$ cat src/rtl/id_ex_pipeline_reg.sv
// ID/EX pipeline register: holds decoded operands and control for EX, supports stall/flush and
// flags load-use hazards. Optional ID_EX_PERF_CNT_EN adds stall/bubble performance counters.
module id_ex_pipeline_reg #(
  parameter int unsigned XLEN       = 64,
  parameter int unsigned REG_ADDR_W = 5
) (
  input  logic                  clk,
  input  logic                  reset,
  input  logic                  stall,
  input  logic                  flush,
  input  logic                  id_valid,
  input  logic [XLEN-1:0]       id_pc,
  input  logic [XLEN-1:0]       id_rd1,
  input  logic [XLEN-1:0]       id_rd2,
  input  logic [XLEN-1:0]       id_imm,
  input  logic [REG_ADDR_W-1:0] id_rs1,
  input  logic [REG_ADDR_W-1:0] id_rs2,
  input  logic [REG_ADDR_W-1:0] id_rd,
  input  logic [3:0]            id_funct,
  input  logic [1:0]            id_aluop,
  input  logic [5:0]            id_ctrl,
  output logic                  ex_valid,
  output logic [XLEN-1:0]       ex_pc,
  output logic [XLEN-1:0]       ex_rd1,
  output logic [XLEN-1:0]       ex_rd2,
  output logic [XLEN-1:0]       ex_imm,
  output logic [REG_ADDR_W-1:0] ex_rs1,
  output logic [REG_ADDR_W-1:0] ex_rs2,
  output logic [REG_ADDR_W-1:0] ex_rd,
  output logic [3:0]            ex_funct,
  output logic [1:0]            ex_aluop,
  output logic [5:0]            ex_ctrl,
`ifdef ID_EX_PERF_CNT_EN
  output logic [31:0]           perf_stall_cnt,
  output logic [31:0]           perf_bubble_cnt,
`endif
  output logic                  hazard_stall
);

  // ctrl bit order: {Branch, MemRead, MemtoReg, MemWrite, ALUSrc, RegWrite}
  localparam int unsigned MEMREAD_BIT = 4;

  always_ff @(posedge clk or negedge reset) begin
    if (!reset) begin
      ex_valid <= 1'b0;
      ex_pc    <= '0;
      ex_rd1   <= '0;
      ex_rd2   <= '0;
      ex_imm   <= '0;
      ex_rs1   <= '0;
      ex_rs2   <= '0;
      ex_rd    <= '0;
      ex_funct <= '0;
      ex_aluop <= '0;
      ex_ctrl  <= '0;
    end else if (flush) begin
      ex_valid <= 1'b0;
      ex_pc    <= '0;
      ex_rd1   <= '0;
      ex_rd2   <= '0;
      ex_imm   <= '0;
      ex_rs1   <= '0;
      ex_rs2   <= '0;
      ex_rd    <= '0;
      ex_funct <= '0;
      ex_aluop <= '0;
      ex_ctrl  <= '0;
    end else if (!stall) begin
      ex_valid <= id_valid;
      ex_pc    <= id_pc;
      ex_rd1   <= id_rd1;
      ex_rd2   <= id_rd2;
      ex_imm   <= id_imm;
      ex_rs1   <= id_rs1;
      ex_rs2   <= id_rs2;
      ex_rd    <= id_rd;
      ex_funct <= id_funct;
      // An invalid ID slot becomes a bubble: no stray writes reach MEM/WB
      ex_aluop <= id_valid ? id_aluop : '0;
      ex_ctrl  <= id_valid ? id_ctrl  : '0;
    end
  end

  always_comb begin
    hazard_stall = ex_valid & ex_ctrl[MEMREAD_BIT] & (ex_rd != '0)
                 & ((ex_rd == id_rs1) | (ex_rd == id_rs2));
  end

`ifdef ID_EX_PERF_CNT_EN
  always_ff @(posedge clk or negedge reset) begin
    if (!reset) begin
      perf_stall_cnt  <= '0;
      perf_bubble_cnt <= '0;
    end else begin
      if (stall && !flush)
        perf_stall_cnt <= perf_stall_cnt + 32'd1;
      if (flush || (!stall && !id_valid))
        perf_bubble_cnt <= perf_bubble_cnt + 32'd1;
    end
  end
`endif

endmodule

$ cat config.mk
export PLATFORM = sky130hd
export DESIGN_NAME = id_ex_pipeline_reg
export DESIGN_NICKNAME = d
export VERILOG_FILES = /design/src/rtl/id_ex_pipeline_reg.sv
export SDC_FILE = /design/constraint.sdc
export NUM_CORES = 1
export LEC_CHECK = 0
export CELL_PAD_IN_SITES_DETAIL_PLACEMENT = 1
export CELL_PAD_IN_SITES_GLOBAL_PLACEMENT = 1
export CORE_AREA = 4 4 223 225
export CTS_BUF_LIST = sky130_fd_sc_hd__clkbuf_8
export DETAILED_ROUTE_END_ITERATION = 8
export DIE_AREA = 0 0 227 229
export GPL_ROUTABILITY_DRIVEN = 0
export PLACE_DENSITY = 0.64
export SYNTH_ARGS = -nofsm -noshare
export SYNTH_HDL_FRONTEND = slang
export SYNTH_SLANG_ARGS = --single-unit
export TNS_END_PERCENT = 5
$ cat constraint.sdc
create_clock -name clk -period 1.8 [get_ports clk]
set_input_delay 0.54 -clock clk [delete_from_list [all_inputs] [get_ports clk]]
set_output_delay 0.54 -clock clk [all_outputs]
set_load 0.01 [all_outputs]
; After elaboration in Yosys (flattened, before gate mapping)
; Index checks and enable logic that the tools add are counted.
[totals]
regBits = 284
in_bits = 288
out_inout_bits = 285
word_cells = 43
[classes]
eq_ne = 3
mux = 24
n_bitwise = 4
n_reduce_logical = 1
[ops]
columns = operator, count
row1 = 2-to-1 mux 64 bit, 8
row2 = 2-to-1 mux 5 bit, 6
row3 = 2-to-1 mux 6 bit, 3
row4 = equality test 5 bit, 2
row5 = 2-to-1 mux 4 bit, 2
row6 = 2-to-1 mux 2 bit, 3
row7 = nonzero test 5 bit, 1
row8 = bitwise AND 1 bit, 3
row9 = 2-to-1 mux 1 bit, 2
row10 = != test 2 x 1 -> 1 bit (second input constant), 1
row11 = OR 1 bit, 1

; Longest topological paths before layout
; Gate-level depths: netlist of the first run.
[logic_depth]
word_depth = 3
mapped_depth = 6
mapped_depth_nobuf = 4

; Worst setup path after synthesis of the first run
; Ideal clock, no wire load.
[synth_timing]
kind = flip-flop to output port
startpoint = reg ex_rd[1]
endpoint = out hazard_stall
arrival_ps = 1197
required_ps = 1260
slack_ps = 63
path_stages_with_launch = 4
path_cell_list = dfrtp_1 or4_1 o211ai_2 a21oi_1
[synth_via]
elab_chain_len = 3
word_cells_on_any_way = 6
cone_classes = eq/ne (2) / bitwise (3) / reduce/logical (1)
[synth_lines]
columns = element, line
row1 = from (decl), 29  ; output logic [REG_ADDR_W-1:0] ex_rd,
row2 = from (signal assigned), 76  ; ex_rd <= id_rd;
row3 = equality test 5 bit or nonzero test 5 bit (tied branches), "86, 85"
row4 = OR 1 bit or bitwise AND 1 bit (tied branches), "86, 85"
row5 = bitwise AND 1 bit (*), 86  ; & ((ex_rd == id_rs1) | (ex_rd == id_rs2));
row6 = to (decl), 37  ; output logic hazard_stall
; Mark *: on every way between the ends. The rest lies on a longest branch, timed or not.

; Final worst setup path of the first run
; Same ends and word-level chain as after synthesis.

==> results.md, run 1 <==
* Post-synth EDFFs at 0
* Worst path top cell family by delay: simple AND/OR/NAND/NOR gates
* Pwr/cell area at 861 nW/um^2
* Initial antenna violation count at 2
* Yosys cell types at 18
* Register area share after synthesis at 0.614
* Filler Cell Count at 5353
* Synth cell count leaders: 290 x nor2_1, 284 x dfrtp_1, 275 x mux2i_1
* Final Max Tran Viols at 0
* Placed Cells incl. Taps at 2125
* Setup TNS at -0.981 ns
* Final non-filler cell total at 2222
* Final Critical Period at 2.41 ns
* Total Routing Usage GR at 0.166
* I/O Pins at 573
* Max cap viols at 0
* Vias per std cell at 4.29
* Number of synthesized register bits at 284
* Iter 0 DRT Violations at 360
* Die ar. at 52000 sq um
* DRC at 0
* Utilization after layout at 0.379
* Post-synthesis async set-or-reset flop share at 1.00
* Violations in the final reports: negative setup slack
* Leak at 9.62 nW
* Rel. slew slack at 0.753
* Cells along the critical path: or4_4, o211ai_2, a21oi_2, buf_2
* CP max-delay cell: or4_4
* Outcome: finished, violations left
* DPL Wire Length at 33500 um
* Count of final setup violators at 6
* Worst hold start: flush
* Biggest area consumer among synthesized cells: dfrtp_1
* Worst slack at placement at -0.964 ns
* Top-count cell post-synth: nor2_1
* Fin crit share at 1.34
* Ys flop type: dfrtp_1
* Final Hold Fails at 0
* CTS buffer count at 53
* CP Capture Type: output port
* Die H at 229 um
* Critical Path Source Type: register
* RSZ-0062 raised after global routing: true
* Nets at 1858
* CP startpoint: ex_rd[1]
* ANT nets after route at 0
* Antenna diode count at 0
* Total congestion overflow at 0
* Critical Path RT at 1.26 ns
* Layout cells sized above 1 at 0.261
* Synthesized Nets at 1235
* Root buf cell: clkbuf_8
* Total power draw at 15.5 mW
* # port buffers at 572
* Row count at 80
* Fin worst setup slack at -0.610 ns
* Core area at 47500 sq um
* Buf+Inv Stages, Crit Path at 1
* Syn Inst Count at 947
* Worst hold path type: in2reg
* Detailed-router iteration count before antenna repair at 4
* Die X at 227 um
* CTS tree: built
* Clk slew on worst S/H paths at 0.06 ns
* Starting Density at 0.243
* Fmax at 0.415 GHz
* Critical path class: reg2out
* # clock sinks at 284
* Avg Inst Size Synth at 12.2 sq um
* Area contributors post-synth: dfrtp_1 61%, mux2i_1 24%, nor2_1 9.4%
* Max clock buf depth at 3
* Worst EP arrival at 1.87 ns
* H-tree depth at 2
* Detailed Route WL at 44700 um
* Post-synth top area share at 0.614
* FF-to-FF Start: ex_valid
* IR drop worst, VDD at 0.000521 V
* Via count at 9528
* Layout area overhead at 55.7%
* Vias in the first global route at 10663
* Slowest stage delay, CP at 0.54 ns
* Clock Latency Late Sink at 0.59 ns
* Worst slew pin tran at 0.370 ns
* Avg WL per Cell at 20.1 um
* CP Max Fanout at 2
* Skew final at 0 ns
* Largest net degree at the start of global routing at 62
* Global-route wire length before repair at 67100 um
* Warnings from Yosys at 0
* Post-synthesis cell area at 11600 sq um
metrics by stage:
stage	hold WS (ns)	instance area (sq um)
2_1_floorplan	0.244	11600
3_3_place_gp	0.452	18300
3_5_place_dp	0.448	18300
4_1_cts	0.308	18000
5_1_grt	0.334	18000
6_report	0.371	18000
layout make-up:
class	count	area (sq um)	share of cell area
flip-flops and latches	284	7110	0.395
repair buffers	633	5030	0.280
multi-input cells	598	4070	0.226
clock buffers	67	922	0.0512
well taps	615	769	0.0427
clock inverters	25	101	0.00563
routing by layer:
layer / wire [um] / global-route usage / vias up
met1: 16500 / 0.182 / 4685
li1: - / - / 4396
met3: 5030 / 0.0743 / 59
met2: 22300 / 0.290 / 384
met4: 908 / 0.0480 / 4
met5: 27 / 0 / -
report_power, final:
group / switching, mW / total, mW / internal [mW]
logic: 1.21 / 2.52 / 1.31
clock network: 2.75 / 6.05 / 3.30
registers: 0.192 / 6.94 / 6.74
timing repair:
item | in CTS | in global routing
endpoints found under the hold margin | 21 | 0
pin swaps | 1 | 4
setup buffers | 5 | 0
hold buffers | 1 | 0
setup endpoints to repair | 285 | 14
gates resized for setup | 1137 | 16
worst paths after layout:
kind                                      to  slack, ns  cells past startpoint
worst min-delay path              ex_rd1[60]       0.37                      2
worst min register to register    ex_ctrl[1]       0.51                      2
worst max-delay path            hazard_stall      -0.61                      4
worst max register to register      ex_valid       0.82                      4
max in group asynchronous         ex_rd2[37]       0.69                      3
min in group asynchronous         ex_imm[35]       0.44                      2
logic make-up (layout without fill, tap and decap cells):
| family | after synthesis | count (layout) | share of synthesized area |
|---|---|---|---|
| multiplexers | 275 | 275 | 0.238 |
| AND/OR/NAND/NOR | 302 | 302 | 0.0990 |
| AO/OA/AOI/OAI | 11 | 11 | 0.00584 |
| buffers and inverters | 65 | 725 | 0.0353 |
| flip-flops | 284 | 284 | 0.614 |
| XOR/XNOR | 10 | 10 | 0.00757 |
registers in the layout (all words and copies together) (netlist names):
signal	cells
ex_imm	64
ex_ctrl	6
ex_funct	4
ex_rs1	5
ex_rd2	64
ex_aluop	2
ex_pc	64
ex_valid	1
ex_rd1	64
ex_rs2	5
ex_rd	5
cell usage in the layout (no fill, tap or decap), drive strengths merged, types with 4 or more instances in the layout:
cell type      instances
a21oi                  8
buf                  342
clkbuf                69
clkdlybuf4s50        284
dfrtp                284
dlymetal6s2s           4
inv                   23
mux2i                275
nand2                  6
nor2                 290
xnor2                  4
xor2                   6
Note: power is estimated with default switching activity, not from simulation.
==> inputs of run 2 (changes only) <==
--- a/config.mk
+++ b/config.mk
@@ -12,7 +12,7 @@
 export DETAILED_ROUTE_END_ITERATION = 8
 export DIE_AREA = 0 0 227 229
 export GPL_ROUTABILITY_DRIVEN = 0
-export PLACE_DENSITY = 0.64
+export PLACE_DENSITY = 0.66
 export SYNTH_ARGS = -nofsm -noshare
 export SYNTH_HDL_FRONTEND = slang
 export SYNTH_SLANG_ARGS = --single-unit
==> run 2 against run 1 <==
  * The flow still finishes with violations (negative setup slack)
  * Hold slack better by 0.0070 ns
  * Flip-flop and latch count stayed put
  * Non-clock buffer count is 4 lower
  * Critical path depth stayed put
  * Sequential share of layout area is 0.20 points lower
  * Fmax is 0.64% lower
  * Register-to-register slack worse by 0.11 ns
  * Sequential power hardly changed
  * Combinational power hardly changed
  * Critical endpoint unchanged
==> results.md, run 2 (synthesized netlist as in run 1, its figures left out) <==
* Fin crit share at 1.35 (was 1.34)
* Clock Latency Late Sink at 0.58 ns (was 0.59 ns)
* CP max-delay cell: or4_4 (unchanged)
* CTS tree: built (unchanged)
* Outcome: finished, violations left (unchanged)
* Die ar. at 52000 sq um (unchanged)
* Final Max Tran Viols at 0 (unchanged)
* Layout cells sized above 1 at 0.257 (was 0.261)
* Filler Cell Count at 5348 (was 5353)
* Leak at 9.69 nW (was 9.62 nW)
* DRC at 0 (unchanged)
* Core area at 47500 sq um (unchanged)
* Worst slew pin tran at 0.466 ns (was 0.370 ns)
* DPL Wire Length at 33200 um (was 33500 um)
* Starting Density at 0.243 (unchanged)
* Worst slack at placement at -0.965 ns (was -0.964 ns)
* Most frequent cells in the layout: 290 x nor2_1, 284 x clkdlybuf4s50_1, 282 x dfrtp_1 (was 290 x nor2_1, 284 x clkdlybuf4s50_1, 283 x dfrtp_1)
* Via count at 9484 (was 9528)
* Critical Path RT at 1.26 ns (about the same)
* Final Hold Fails at 0 (unchanged)
* Rel. slew slack at 0.689 (was 0.753)
* Layout area overhead at 56.5% (was 55.7%)
* Max cap viols at 0 (unchanged)
* Worst reg2reg endpoint: ex_rd[3] (was ex_valid)
* R2R setup slack at 0.71 ns (was 0.82 ns)
* Hold endpoint: ex_imm[6] (was ex_rd1[60])
* Count of final setup violators at 5 (was 6)
* Vias per std cell at 4.28 (was 4.29)
* CTS buffer count at 52 (was 53)
* Initial antenna violation count at 3 (was 2)
* Vias in the first global route at 10683 (was 10663)
* IR drop worst, VDD at 0.000521 V (about the same)
* # clock sinks at 284 (unchanged)
* Worst reg-to-reg path cell count at 5 (was 4)
* Slowest stage delay, CP at 0.54 ns (about the same)
* Fin worst setup slack at -0.625 ns (was -0.610 ns)
* Detailed Route WL at 44400 um (was 44700 um)
* Worst hold path type: in2reg (unchanged)
* Final Critical Period at 2.43 ns (was 2.41 ns)
* Worst hold start: flush (unchanged)
* Row count at 80 (unchanged)
* Utilization after layout at 0.381 (was 0.379)
* Commonest non-fill, non-tap cell in the layout: nor2_1 (unchanged)
* I/O Pins at 573 (unchanged)
* Largest net degree at the start of global routing at 62 (unchanged)
* CP Max Fanout at 2 (unchanged)
* Die X at 227 um (unchanged)
* Global-route wire length before repair at 66800 um (was 67100 um)
* RSZ-0062 raised after global routing: true (unchanged)
* # port buffers at 572 (unchanged)
* Critical Path Source Type: register (unchanged)
* Die H at 229 um (unchanged)
* Total Routing Usage GR at 0.166 (about the same)
* Fmax at 0.412 GHz (was 0.415 GHz)
* CP Capture Type: output port (unchanged)
* Clk slew on worst S/H paths at 0.06 ns (about the same)
* Cells along the critical path: or4_4, o211ai_2, a21oi_2, buf_2 (unchanged)
* Total congestion overflow at 0 (unchanged)
* Max clock buf depth at 3 (unchanged)
* Pwr/cell area at 867 nW/um^2 (was 861 nW/um^2)
* H-tree depth at 2 (unchanged)
* Iter 0 DRT Violations at 406 (was 360)
* ANT nets after route at 0 (unchanged)
* Nets at 1853 (was 1858)
* Root buf cell: clkbuf_8 (unchanged)
* Detailed-router iteration count before antenna repair at 4 (unchanged)
* FF-to-FF Start: ex_rd[3] (was ex_valid)
* Avg WL per Cell at 20.0 um (was 20.1 um)
* Hold Crit Depth at 2 (unchanged)
* Worst EP arrival at 1.89 ns (was 1.87 ns)
* Critical path class: reg2out (unchanged)
* Skew final at 0 ns (unchanged)
* Violations in the final reports: negative setup slack (unchanged)
## run 2: changes by cell type in the layout (fill, tap and decap cells not counted), sizes merged
cell / before / now
bufinv: 0 / 2
inv: 23 / 18
buf: 342 / 334
clkinv: 0 / 3
dlymetal6s2s: 4 / 9
diode: 0 / 1
clkbuf: 69 / 65
## run 2: worst max-delay path: cells and delay by family (launching register included)
family	cells	cell delay (ns)
compound gates	2	0.23
buf+inv	1	0.14
flops	1	0.39
simple gates	1	0.54
## run 2: how the worst max path moves through the flow
stage	from	depth (start not counted)	end	slack, ns
finish	ex_rd[3]	4	hazard_stall	-0.63
global route	ex_rd[1]	6	hazard_stall	-0.74
CTS	ex_rd[3]	4	hazard_stall	-0.72
detailed placement	id_rs1[0]	6	hazard_stall	-0.97
global placement	id_rs2[1]	6	hazard_stall	-0.96
floorplan	ex_rd[1]	3	hazard_stall	0.06
## run 2: layout make-up
| class | instances | area, sq um | area share |
|---|---|---|---|
| repair buffers | 629 | 5120 | 0.283 |
| well taps | 615 | 769 | 0.0425 |
| clock buffers | 64 | 881 | 0.0487 |
| multi-input cells | 598 | 4060 | 0.224 |
| flip-flops and latches | 284 | 7110 | 0.393 |
| clock inverters | 25 | 158 | 0.00871 |
| diodes | 1 | 2.50 | 0.000138 |
## run 2: through the flow
step           instance area [sq um]  power [mW]  hold slack, ns  TNS [ns]  cells
3_5_place_dp                   18300        9.93           0.507    -0.965   2118
6_report                       18100        15.7           0.378    -0.976   2216
5_1_grt                        18100        16.6           0.340     -1.64   2215
3_3_place_gp                   18300        9.89           0.502    -0.956   2118
2_1_floorplan                  11600        8.03           0.244         0    947
4_1_cts                        18100        16.1           0.319     -4.15   2214
## run 2: routing by layer
metal | GRT usage | up-vias | share of wire
li1 | - | 4375 | -
met1 | 0.180 | 4645 | 0.36
met2 | 0.292 | 385 | 0.50
met3 | 0.0721 | 73 | 0.11
met4 | 0.0490 | 6 | 0.024
met5 | 0 | - | 0.00099
## run 2: timing repair
item,CTS,global route
buffers inserted,7,1
hold buffers,1,0
gates resized for setup,1129,13
hold endpoints to repair,36,0
pin swaps,2,2
setup endpoints to repair,285,19
## run 2: where the power goes
part / switching, mW / internal [mW] / total, mW / leakage (nW)
Combinational: 1.20 / 1.32 / 2.53 / 5.32
Sequential: 0.196 / 6.74 / 6.94 / 3.77
Clock: 2.77 / 3.46 / 6.23 / 0.596
==> RTL change: new RTL, settings of run 2 <==
`REG_ADDR_W`: 5 -> 4.
--- a/src/rtl/id_ex_pipeline_reg.sv
+++ b/src/rtl/id_ex_pipeline_reg.sv
@@ -2,7 +2,7 @@
 // flags load-use hazards. Optional ID_EX_PERF_CNT_EN adds stall/bubble performance counters.
 module id_ex_pipeline_reg #(
   parameter int unsigned XLEN       = 64,
-  parameter int unsigned REG_ADDR_W = 5
+  parameter int unsigned REG_ADDR_W = 4
 ) (
   input  logic                  clk,
   input  logic                  reset,
Interface: changed (6 resized); port bits go from 573 to 567. The function was not compared with the original's and may differ.
==> RTL change against run 2 <==
The run still ends with setup timing left. Largest cell class unchanged. Register-to-register slack better by 0.07 ns. Wire length is 0.99% lower. Sequential cell count is 3 lower. Final area is 0.30% lower. Setup slack better by 0.029 ns. Area after synthesis is 0.51% lower. Largest power group unchanged. Total power is 1.6% lower. Combinational power hardly changed.
==> RTL change: results (changes against run 2) <==
status finished with violations; failing checks setup timing; wl on met1 16390 microns (+1.8%); Synth Area in Compound Gates 0.004784 (-0.001057); # hold bufs at CTS 1 (unchanged); met1 Use GR 0.1816 (+0.001138); most frequent cells after synthesis dfrtp_1 (281), nor2_1 (275), mux2i_1 (272); clock-pin slew on the worst setup and hold paths 0.06 ns (about the same); Critical R2R Launch ex_valid$_DFFE_PN0P_; Post-Synth XOR/XNOR Area 0.006088 (-0.001483); sequential share of the synthesized area 0.6110 (-0.003384); Avg Cell Area, Syn 12.43 sq um (+1.7%); TritonCTS Buffers 52 (unchanged); vias in the first global route 10578 (-0.98%); clk_skew 0 ns (unchanged); share of cells above drive strength 1 0.2754 (+0.01853); port bufs 566 (-1.0%); Post-Route WL 43920 microns (-0.99%); Final Setup Violations 6 (+1); nets@finish 1839 (-0.76%); placed instance count 2107 (-0.52%); met3 GRT Util 0.07005 (-0.002049); Post-Syn Nets 1211 (-1.9%); Max-Slew Margin vs Limit 0.6304 (-0.05871); worst setup path start ex_rd[3]$_DFFE_PN0P_; CP Max Fanout 3 (+1); wire length on met2 21940 microns (-1.9%); first-pass GRT wire length 65870 microns (-1.4%); CTS Buffer Depth 3 (unchanged); largest net degree at the start of global routing 76 (+23%); P_leak 9.537 nW (-1.5%); CTS H-tree lvls 2 (unchanged); worst hold slack 0.2375 ns (-0.1402 ns); initial antenna violation count 4 (+1); GR Util All Layers 0.1633 (-0.002426); R2R depth 4 (-1); top cells by area, synth dfrtp_1 (61%), mux2i_1 (24%), nor2_1 (9.0%); initial DRC count 297 (-27%); Clock Root Buffer clkbuf_8; Detailed Place HPWL 33590 microns (+1.1%); post-CTS setup buffers 8 (+1); Worst-Skew Late Latency 0.58 ns (about the same); Hold Crit Start flush; WL/cell 19.87 microns (-0.72%); metal3 WL 4566 microns (-5.1%); mux share of post-synthesis cell area 0.2366 (-0.001393); number of gates resized after CTS 1145 (+1.4%); final worst slack -0.5965 ns (+0.02862 ns); P_int 0.01134 W (-1.7%); Synth warnings 0 (unchanged); Hold Path Sink ex_imm[4]$_DFFE_PN0P_; DR vias 9479 (-0.053%); R2R setup slack 0.78 ns (+0.07 ns); post-synth top area share 0.6110 (-0.003384); max incr delay on CP 0.49 ns (-0.05 ns); worst reg2reg path endpoint ex_valid$_DFFE_PN0P_; Arrival @ worst endpoint 1.86 ns (-0.03 ns); met2 Use GR 0.2861 (-0.005444); maximum vdd drop 0.0005126 V (-1.6%)
==> RTL change: cell type report <==
class                   count  area, sq um
repair buffers            637         5164
well taps                 615        769.5
clock buffers              67        922.1
flip-flops and latches    281         7037
diodes                      1        2.502
multi-input cells         582         4040
fillers                  5343        29500
clock inverters            27        113.9
==> RTL change: power groups by stage <==
stage                     Clock [W]  Sequential, W  Combinational [W]
after detailed placement          0        0.00699            0.00288
final                       0.00604        0.00687            0.00253
after global routing        0.00666        0.00692            0.00275
after global placement            0        0.00697            0.00284
after floorplan                   0        0.00714           0.000828
after CTS                   0.00633        0.00687            0.00259
==> RTL change: metrics by stage <==
stage                     utilization  worst slack, ns  total power (W)  TNS (ns)  cell area, sq um
after global routing           0.3796          -0.7006          0.01633    -1.480             18050
after global placement         0.3835           -1.073         0.009810    -1.073             18230
after floorplan                     -           0.1504         0.007964         0             11510
after detailed placement       0.3835           -1.048         0.009870    -1.048             18230
after CTS                      0.3799          -0.6672          0.01580    -1.356             18060
final                          0.3796          -0.5965          0.01545   -0.8236             18050
